**config.mk**
```make
export PLATFORM = sky130hd
export DESIGN_NAME = hex_display_scanner
export DESIGN_NICKNAME = d
export VERILOG_FILES = /design/src/rtl/hex_display_scanner.sv
export SDC_FILE = /design/constraint.sdc
export NUM_CORES = 1
export LEC_CHECK = 0
export BUFFER_PORTS_ARGS = -buffer_cell sky130_fd_sc_hd__buf_2
export CAP_MARGIN = 20
export CORE_ASPECT_RATIO = 1.1
export CORE_MARGIN = 2
export CORE_UTILIZATION = 40
export DETAILED_ROUTE_END_ITERATION = 7
export GPL_TIMING_DRIVEN = 0
export SYNTH_ARGS = -nofsm -noshare
export SYNTH_HDL_FRONTEND = slang
export SYNTH_SLANG_ARGS = --single-unit
```
**constraint.sdc**
```tcl
create_clock -name clk -period 3.7 [get_ports clk]
set_input_delay 1.11 -clock clk [delete_from_list [all_inputs] [get_ports clk]]
set_output_delay 1.11 -clock clk [all_outputs]
set_load 0.005 [all_outputs]
```
**src/rtl/hex_display_scanner.sv**
```systemverilog
// hex_display_scanner: time-multiplexed scanner for an N-digit common-anode
// 7-segment display. Captures a packed hex value and decimal points, then
// steps through the digit slots. Each slot opens with an all-off blank interval
// to prevent ghosting. Leading zeros can be suppressed. Every output is decoded
// from registered state.
module hex_display_scanner #(
    parameter int NUM_DIGITS    = 4,
    parameter int REFRESH_DIV   = 50000,
    parameter int BLANK_CYC     = 500,
    parameter int AN_ACTIVE_LOW = 1
) (
    input  logic                          clk,
    input  logic                          rst_n,
    input  logic [4*NUM_DIGITS-1:0]       value_in,
    input  logic                          load,
    input  logic                          lz_en,
    input  logic [NUM_DIGITS-1:0]         dp_in,
    output logic [3:0]                    nib_out,
    output logic [NUM_DIGITS-1:0]         an_out,
    output logic                          dp_out,
    output logic                          blank_out,
    output logic [$clog2(NUM_DIGITS)-1:0] digit_idx,
    output logic                          frame_tick
);

    localparam int IDX_W = $clog2(NUM_DIGITS);
    localparam int CNT_W = $clog2(REFRESH_DIV);

    localparam logic [0:0] PH_BLANK = 1'b0;
    localparam logic [0:0] PH_SHOW  = 1'b1;
    // With no blank interval the slot starts directly in SHOW
    localparam logic [0:0] PH_START = (BLANK_CYC == 0) ? PH_SHOW : PH_BLANK;

    localparam logic [CNT_W-1:0] CNT_LAST   = CNT_W'(REFRESH_DIV - 1);
    localparam logic [CNT_W-1:0] BLANK_LAST = CNT_W'((BLANK_CYC > 0) ? BLANK_CYC - 1 : 0);
    localparam logic [IDX_W-1:0] IDX_LAST   = IDX_W'(NUM_DIGITS - 1);

    logic [4*NUM_DIGITS-1:0] value_reg;
    logic [NUM_DIGITS-1:0]   dp_reg;
    logic                    lz_reg;
    logic [CNT_W-1:0]        cnt;
    logic [IDX_W-1:0]        idx;
    logic [0:0]              phase;

    logic                    slot_end;
    logic [NUM_DIGITS-1:0]   upper_zero;
    logic [NUM_DIGITS-1:0]   suppress;
    logic                    sel_supp;
    logic                    sel_dp;
    logic                    digit_on;
    logic [NUM_DIGITS-1:0]   an_vec;

    assign slot_end = (cnt == CNT_LAST);

    // Capture displayed value and decimal points on the load strobe
    always_ff @(posedge clk) begin
        if (!rst_n) begin
            value_reg <= '0;
            dp_reg    <= '0;
        end else if (load) begin
            value_reg <= value_in;
            dp_reg    <= dp_in;
        end
    end

    // Register lz_en so suppression has no combinational path from the input
    always_ff @(posedge clk) begin
        if (!rst_n) lz_reg <= 1'b0;
        else        lz_reg <= lz_en;
    end

    // Slot prescaler and digit index
    always_ff @(posedge clk) begin
        if (!rst_n) begin
            cnt <= '0;
            idx <= '0;
        end else if (slot_end) begin
            cnt <= '0;
            idx <= (idx == IDX_LAST) ? '0 : idx + 1'b1;
        end else begin
            cnt <= cnt + 1'b1;
        end
    end

    // Phase FSM: blank interval at slot start, then show until slot end
    always_ff @(posedge clk) begin
        if (!rst_n) begin
            phase <= PH_START;
        end else if (slot_end) begin
            phase <= PH_START;
        end else if ((BLANK_CYC > 0) && (cnt == BLANK_LAST)) begin
            phase <= PH_SHOW;
        end
    end

    // Leading-zero suppression: digit i blanked when it and all higher nibbles are zero
    always_comb begin
        upper_zero = '0;
        suppress   = '0;
        upper_zero[NUM_DIGITS-1] = (value_reg[4*(NUM_DIGITS-1) +: 4] == 4'h0);
        for (int unsigned i = NUM_DIGITS - 1; i > 0; i--) begin
            upper_zero[i-1] = upper_zero[i] && (value_reg[4*(i-1) +: 4] == 4'h0);
        end
        for (int unsigned i = 1; i < NUM_DIGITS; i++) begin
            suppress[i] = lz_reg && upper_zero[i];
        end
    end

    // Select the current slot's nibble, decimal point and suppression flag
    always_comb begin
        nib_out  = '0;
        sel_supp = 1'b0;
        sel_dp   = 1'b0;
        for (int unsigned i = 0; i < NUM_DIGITS; i++) begin
            if (idx == IDX_W'(i)) begin
                nib_out  = value_reg[4*i +: 4];
                sel_supp = suppress[i];
                sel_dp   = dp_reg[i];
            end
        end
    end

    // Digit enable decode; at most one digit active, none during blank
    always_comb begin
        digit_on = (phase == PH_SHOW) && !sel_supp;
        an_vec   = '0;
        if (digit_on) an_vec[idx] = 1'b1;
        an_out     = (AN_ACTIVE_LOW != 0) ? ~an_vec : an_vec;
        dp_out     = digit_on && sel_dp;
        blank_out  = !digit_on;
        digit_idx  = idx;
        frame_tick = (idx == IDX_LAST) && slot_end;
    end

endmodule
```
# ---- Word-level counts from Yosys, hierarchy flattened
# Index checks and enable logic that the tools add are counted.
dict set report totals {
  register_bits 40
  inputBits 24
  word_cells 48
}
dict set report classes {
  n_addsub 2
  n_lt_le_gt_ge 2
  n_eq_ne 5
  n_mux 15
  bitwise 2
  reduce_logical 16
}
# cell n
set ops {}
lappend ops {{$mux 4} 5}
lappend ops {{$add 16x1->16 const B} 1}
lappend ops {{$eq 16x16->1 const B} 1}
lappend ops {{$eq 16x9->1 const B} 1}
lappend ops {{$logic_not 4->1} 3}
lappend ops {{$logic_and 1x1->1} 9}
lappend ops {{$mux 1} 8}
lappend ops {{$eq 2x2->1 const B} 2}
lappend ops {{$not 4->4} 1}
lappend ops {{$lt 2x3->1 const B} 1}
lappend ops {{$add 2x1->2 const B} 1}
lappend ops {{$demux 1 s2} 1}
lappend ops {{$eq 2x1->1 const B} 1}
lappend ops {{$ge 2x1->1 const B} 1}
lappend ops {{$logic_not 1->1} 2}
lappend ops {{$logic_not 2->1} 1}
lappend ops {{$mux 2} 1}
lappend ops {{$reduce_or 2->1} 1}
lappend ops {{$not 1->1} 1}

# ---- Longest topological paths before layout
dict set report depth {
  word_depth 11
  mapped_depth 7
  mapped_depth_nobuf 6
}

# ---- Least setup slack after synthesis
# No wires, ideal clock.
dict set report synth_timing {
  path_type {flip-flop to output port}
  startpoint {register idx[1] (netlist: digit_idx[1])}
  endpoint {output an_out[1]}
  arrival_ns 1.317
  required_time_ns 2.590
  path_slack_ns 1.273
  stages_incl_launch_ff 6
  n_path_buf 0
  cell_sequence {dfxtp_1 inv_1 ha_1 a21oi_1 o211ai_1 or2_2}
}
dict set report synth_via {
  elab_chain_cells 8
  word_cells_on_any_way 15
  cone_classes {order compare: 2; eq/ne: 3; mux: 6; bitwise: 1; reduce/logical: 3}
}
# item line_no
set synth_lines {}
lappend synth_lines {{start, declared} 42} ;# logic [IDX_W-1:0] idx;
lappend synth_lines {{start signal, assigned} 79} ;# idx <= (idx == IDX_LAST) ? '0 : idx + 1'b1;
lappend synth_lines {{branches (longest 6 deep; another with $lt 2x3->1)} n/a}
lappend synth_lines {{$mux 4 *} 127} ;# if (digit_on) an_vec[idx] = 1'b1;
lappend synth_lines {{$not 4->4 *} 128} ;# an_out = (AN_ACTIVE_LOW != 0) ? ~an_vec : an_vec;
lappend synth_lines {{end, declared} 19} ;# output logic [NUM_DIGITS-1:0] an_out,
# Every way passes the cells marked *.

# ---- Worst setup path in the final report
dict set report layout_timing {
  startpoint {register idx[1] (netlist: digit_idx[1])}
  endpoint {output nib_out[2]}
}
dict set report layout_via {
  elab_chain_cells 5
  word_cells_on_any_way 8
  cone_classes {eq/ne: 3; mux: 4; reduce/logical: 1}
}
# item line_no
set layout_lines {}
lappend layout_lines {{$logic_not 2->1} 115} ;# if (idx == IDX_W'(i)) begin
lappend layout_lines {{$mux 4 (3 in a row)} 115}
lappend layout_lines {{$mux 4 *} 115}
lappend layout_lines {{end, declared} 18} ;# output logic [3:0] nib_out,
# Every way passes the cells marked *; elsewhere a longest branch is shown, timed or not.

==> metrics.md <==
| Metric | Value |
|---|---|
| Dominant combinational cell family by area after synthesis | simple AND/OR/NAND/NOR gates |
| Total Neg Setup Slack | 0 ps |
| Via count of the first global-routing pass | 1456 |
| Antenna Cells | 0 |
| Drt initial violations | 68 |
| Number of enable flip-flop cells after synthesis | 0 |
| Clock latency reported for the late side of the worst-skew pair | 290 ps |
| Wire length of the first global-routing pass | 6710 um |
| Floorplan core area | 4620 um2 |
| Post-Synthesis Cells | 214 |
| XOR/XNOR Fraction of Synth Area | 6.43% |
| Number of nets with antenna violations after detailed routing | 0 |
| Drc violations | 0 |
| Period utilization | 81.9% |
| Count of final max-slew check failures | 0 |
| Area contributors post-synth | dfxtp_1, mux2i_1, nor2_1 |
| Total of hold buffers inserted after clock tree synthesis | 0 |
| Number of hold-slack violations in the final timing report | 0 |
| Arithmetic-cell share of the synthesized area counting full adders, half adders and majority gates | 3.28% |
| Combined area of all synthesized cells | 1910 um2 |
| Growth of design area from synthesis to finish | 18.5% |
| Worst voltage drop across the vdd grid | 0.000191 V |
| Status | finished, final reports clean |
| FMAX | 330 MHz |
| CTS root buffer | clkbuf_8 |
| Die Y-Extent | 76.4 um |
| Crit Path Category | register to output pin |
| Setup repair after global routing missed its margin | false |
| Count of buffers inserted at the top-level ports | 35 |
| Complex-gate fraction of the synthesized area | 6.89% |
| Worst hold-check path type | register to register |
| Required @ worst endpoint | 2590 ps |
| Static leakage | 0.906 nW |
| Crit-path max FO | 8 |
| Post-synthesis sequential area ratio | 42.0% |
| Post-CTS repair timing setup buffer count | 0 |
| Worst path arrival time | 1920 ps |
| Endpoint type of the worst setup path | output pin |
| Post-DP HPWL | 3070 um |
| Worst hold path stage count | 1 |
| Total Routed Length | 4150 um |
| Total of cells resized after clock tree synthesis | 0 |
| Initial antenna violation count | 0 |
| First-pass detailed-route iteration total | 4 |
| Critical Path Start Type | register |
| Clock skew after layout | 9.84 ps |
| Maximum number of pins on one net before global-route repair | 13 |
| Vias/cell | 5.04 |
| Number of buffers inserted during clock tree synthesis | 5 |
| Placement row count | 26 |
| Flip-flop cell with the highest count after synthesis | dfxtp_1 |
| Nets@finish | 285 |
| Area share of the largest cell type after synthesis | 42.0% |
| Fraction of final layout cells sized beyond drive strength 1 | 21.4% |
| Cells on worst reg2reg path | 6 |
| Multiplexer share of the synthesized area | 12.9% |
| Share of synthesized cell area in and, or, nand and nor gates | 24.5% |
| Global-route usage over all layers | 15.6% |
| Cell area power density | 384 nW/um2 |
| Mapped Nets | 243 |
| Worst-path clk slew | 70 ps |
| Area of the die | 5340 um2 |
| Most used standard cells in the synthesized netlist | dfxtp_1, nor2_1, mux2i_1 |
| Overflow left after global routing | 0 |
| Final period demand of the worst path | 3030 ps |
| Ys Warns | 0 |
| Worst slew slack as a fraction of its limit | 52.5% |
| Cell type with the highest aggregate area in the netlist | dfxtp_1 |
| Avg WL per Cell | 13.3 um |
| Number of sinks handled by clock tree synthesis | 40 |
| Horizontal extent of the die | 69.9 um |
| Via count of the routed design | 1576 |
| CTS tree | yes |
| Count of maximum capacitance violations | 0 |
| Initial core utilization | 41.3% |
| # setup viols final | 0 |
| Clock Path Buffers | 2 |
| Post-synthesis sequential element count | 40 |
| Fraction of synthesis flops using an asynchronous set or reset pin | 0% |
| H-tree depth | 2 |
| Total design power | 0.000869 W |
| Yosys cell types | 32 |
| Mean Syn Cell Area | 8.92 um2 |
| I/O pin cnt | 37 |
| Global placer's final weighted congestion | 0.776 |
| Slew at the pin closest to its max-slew limit | 712 ps |
worst max-delay path, cell delays in order, from the launching register on:
cell and delay, ps:
dfxtp_1 410, inv_1 80, ha_1 280, and2_1 190
a31oi_1 170, o21ai_0 90, mux2_2 280, buf_2 130
layout by cell type, fill, tap and decap left out, drive strengths merged, types with 2 or more instances in the layout:
| cell type | count |
|---|---|
| xnor2 | 13 |
| a21oi | 3 |
| buf | 37 |
| and2 | 5 |
| mux2 | 4 |
| a31oi | 5 |
| ha | 5 |
| o21ai | 7 |
| nand2 | 9 |
| nor2 | 40 |
| and3 | 2 |
| or2 | 2 |
| nand3 | 8 |
| inv | 10 |
| nand4 | 5 |
| dfxtp | 40 |
| nor4 | 10 |
| nor3 | 6 |
| clkbuf | 14 |
| mux2i | 20 |
| o21a | 3 |
where the power goes:
| group | leakage, nW | switching, W | total, W | internal, W |
|---|---|---|---|---|
| logic | 0.524 | 0.0000302 | 0.0000628 | 0.0000325 |
| registers | 0.327 | 0.0000122 | 0.000459 | 0.000447 |
| clock network | 0.0552 | 0.000147 | 0.000347 | 0.000200 |
per-stage QoR:
step           area (um2)  util [%]  hold slack [ps]  cells  setup slack, ps
3_5_place_dp         2150      46.6              456    305              978
5_1_grt              2260      48.9              509    313              534
2_1_floorplan        1910         -              430    214             1270
4_1_cts              2260      48.9              488    313              657
3_3_place_gp         2150      46.6              446    305              988
6_report             2260      48.9              479    313              671
final cells by class:
cell class | instances | area (um2)
Clock inverter | 2 | 35.0
Buffer | 10 | 41.3
Fill cell | 467 | 2360
Tap cell | 56 | 70.1
Clock buffer | 6 | 72.6
Inverter | 10 | 37.5
Timing Repair Buffer | 35 | 175
Sequential cell | 40 | 801
Multi-Input combinational cell | 154 | 1030
metal layers:
layer	wire length [um]	track usage (%)	share of wire, %	vias up
met2	2020	26.5	49	42
met5	0	0	0	-
li1	-	-	-	816
met3	263	4.63	6.3	5
met1	1820	18.7	44	713
met4	53	5.19	1.3	0
kinds of logic (layout without fill, tap and decap cells):
kind of cell / after synthesis / count (layout)
flops: 40 / 40
simple gates: 90 / 90
compound gates: 21 / 21
buf+inv: 20 / 63
fa+ha+maj: 5 / 5
xor+xnor: 14 / 14
mux: 24 / 24
path summary, 6_finish.rpt:
kind	slack, ps	end	start
max	670	nib_out[2]	digit_idx[1]
min	480	cnt[0]	cnt[0]
max reg2reg	1900	cnt[6]	cnt[9]
min reg2reg	480	cnt[0]	cnt[0]
No activity file was read; power rests on OpenSTA's default activity.
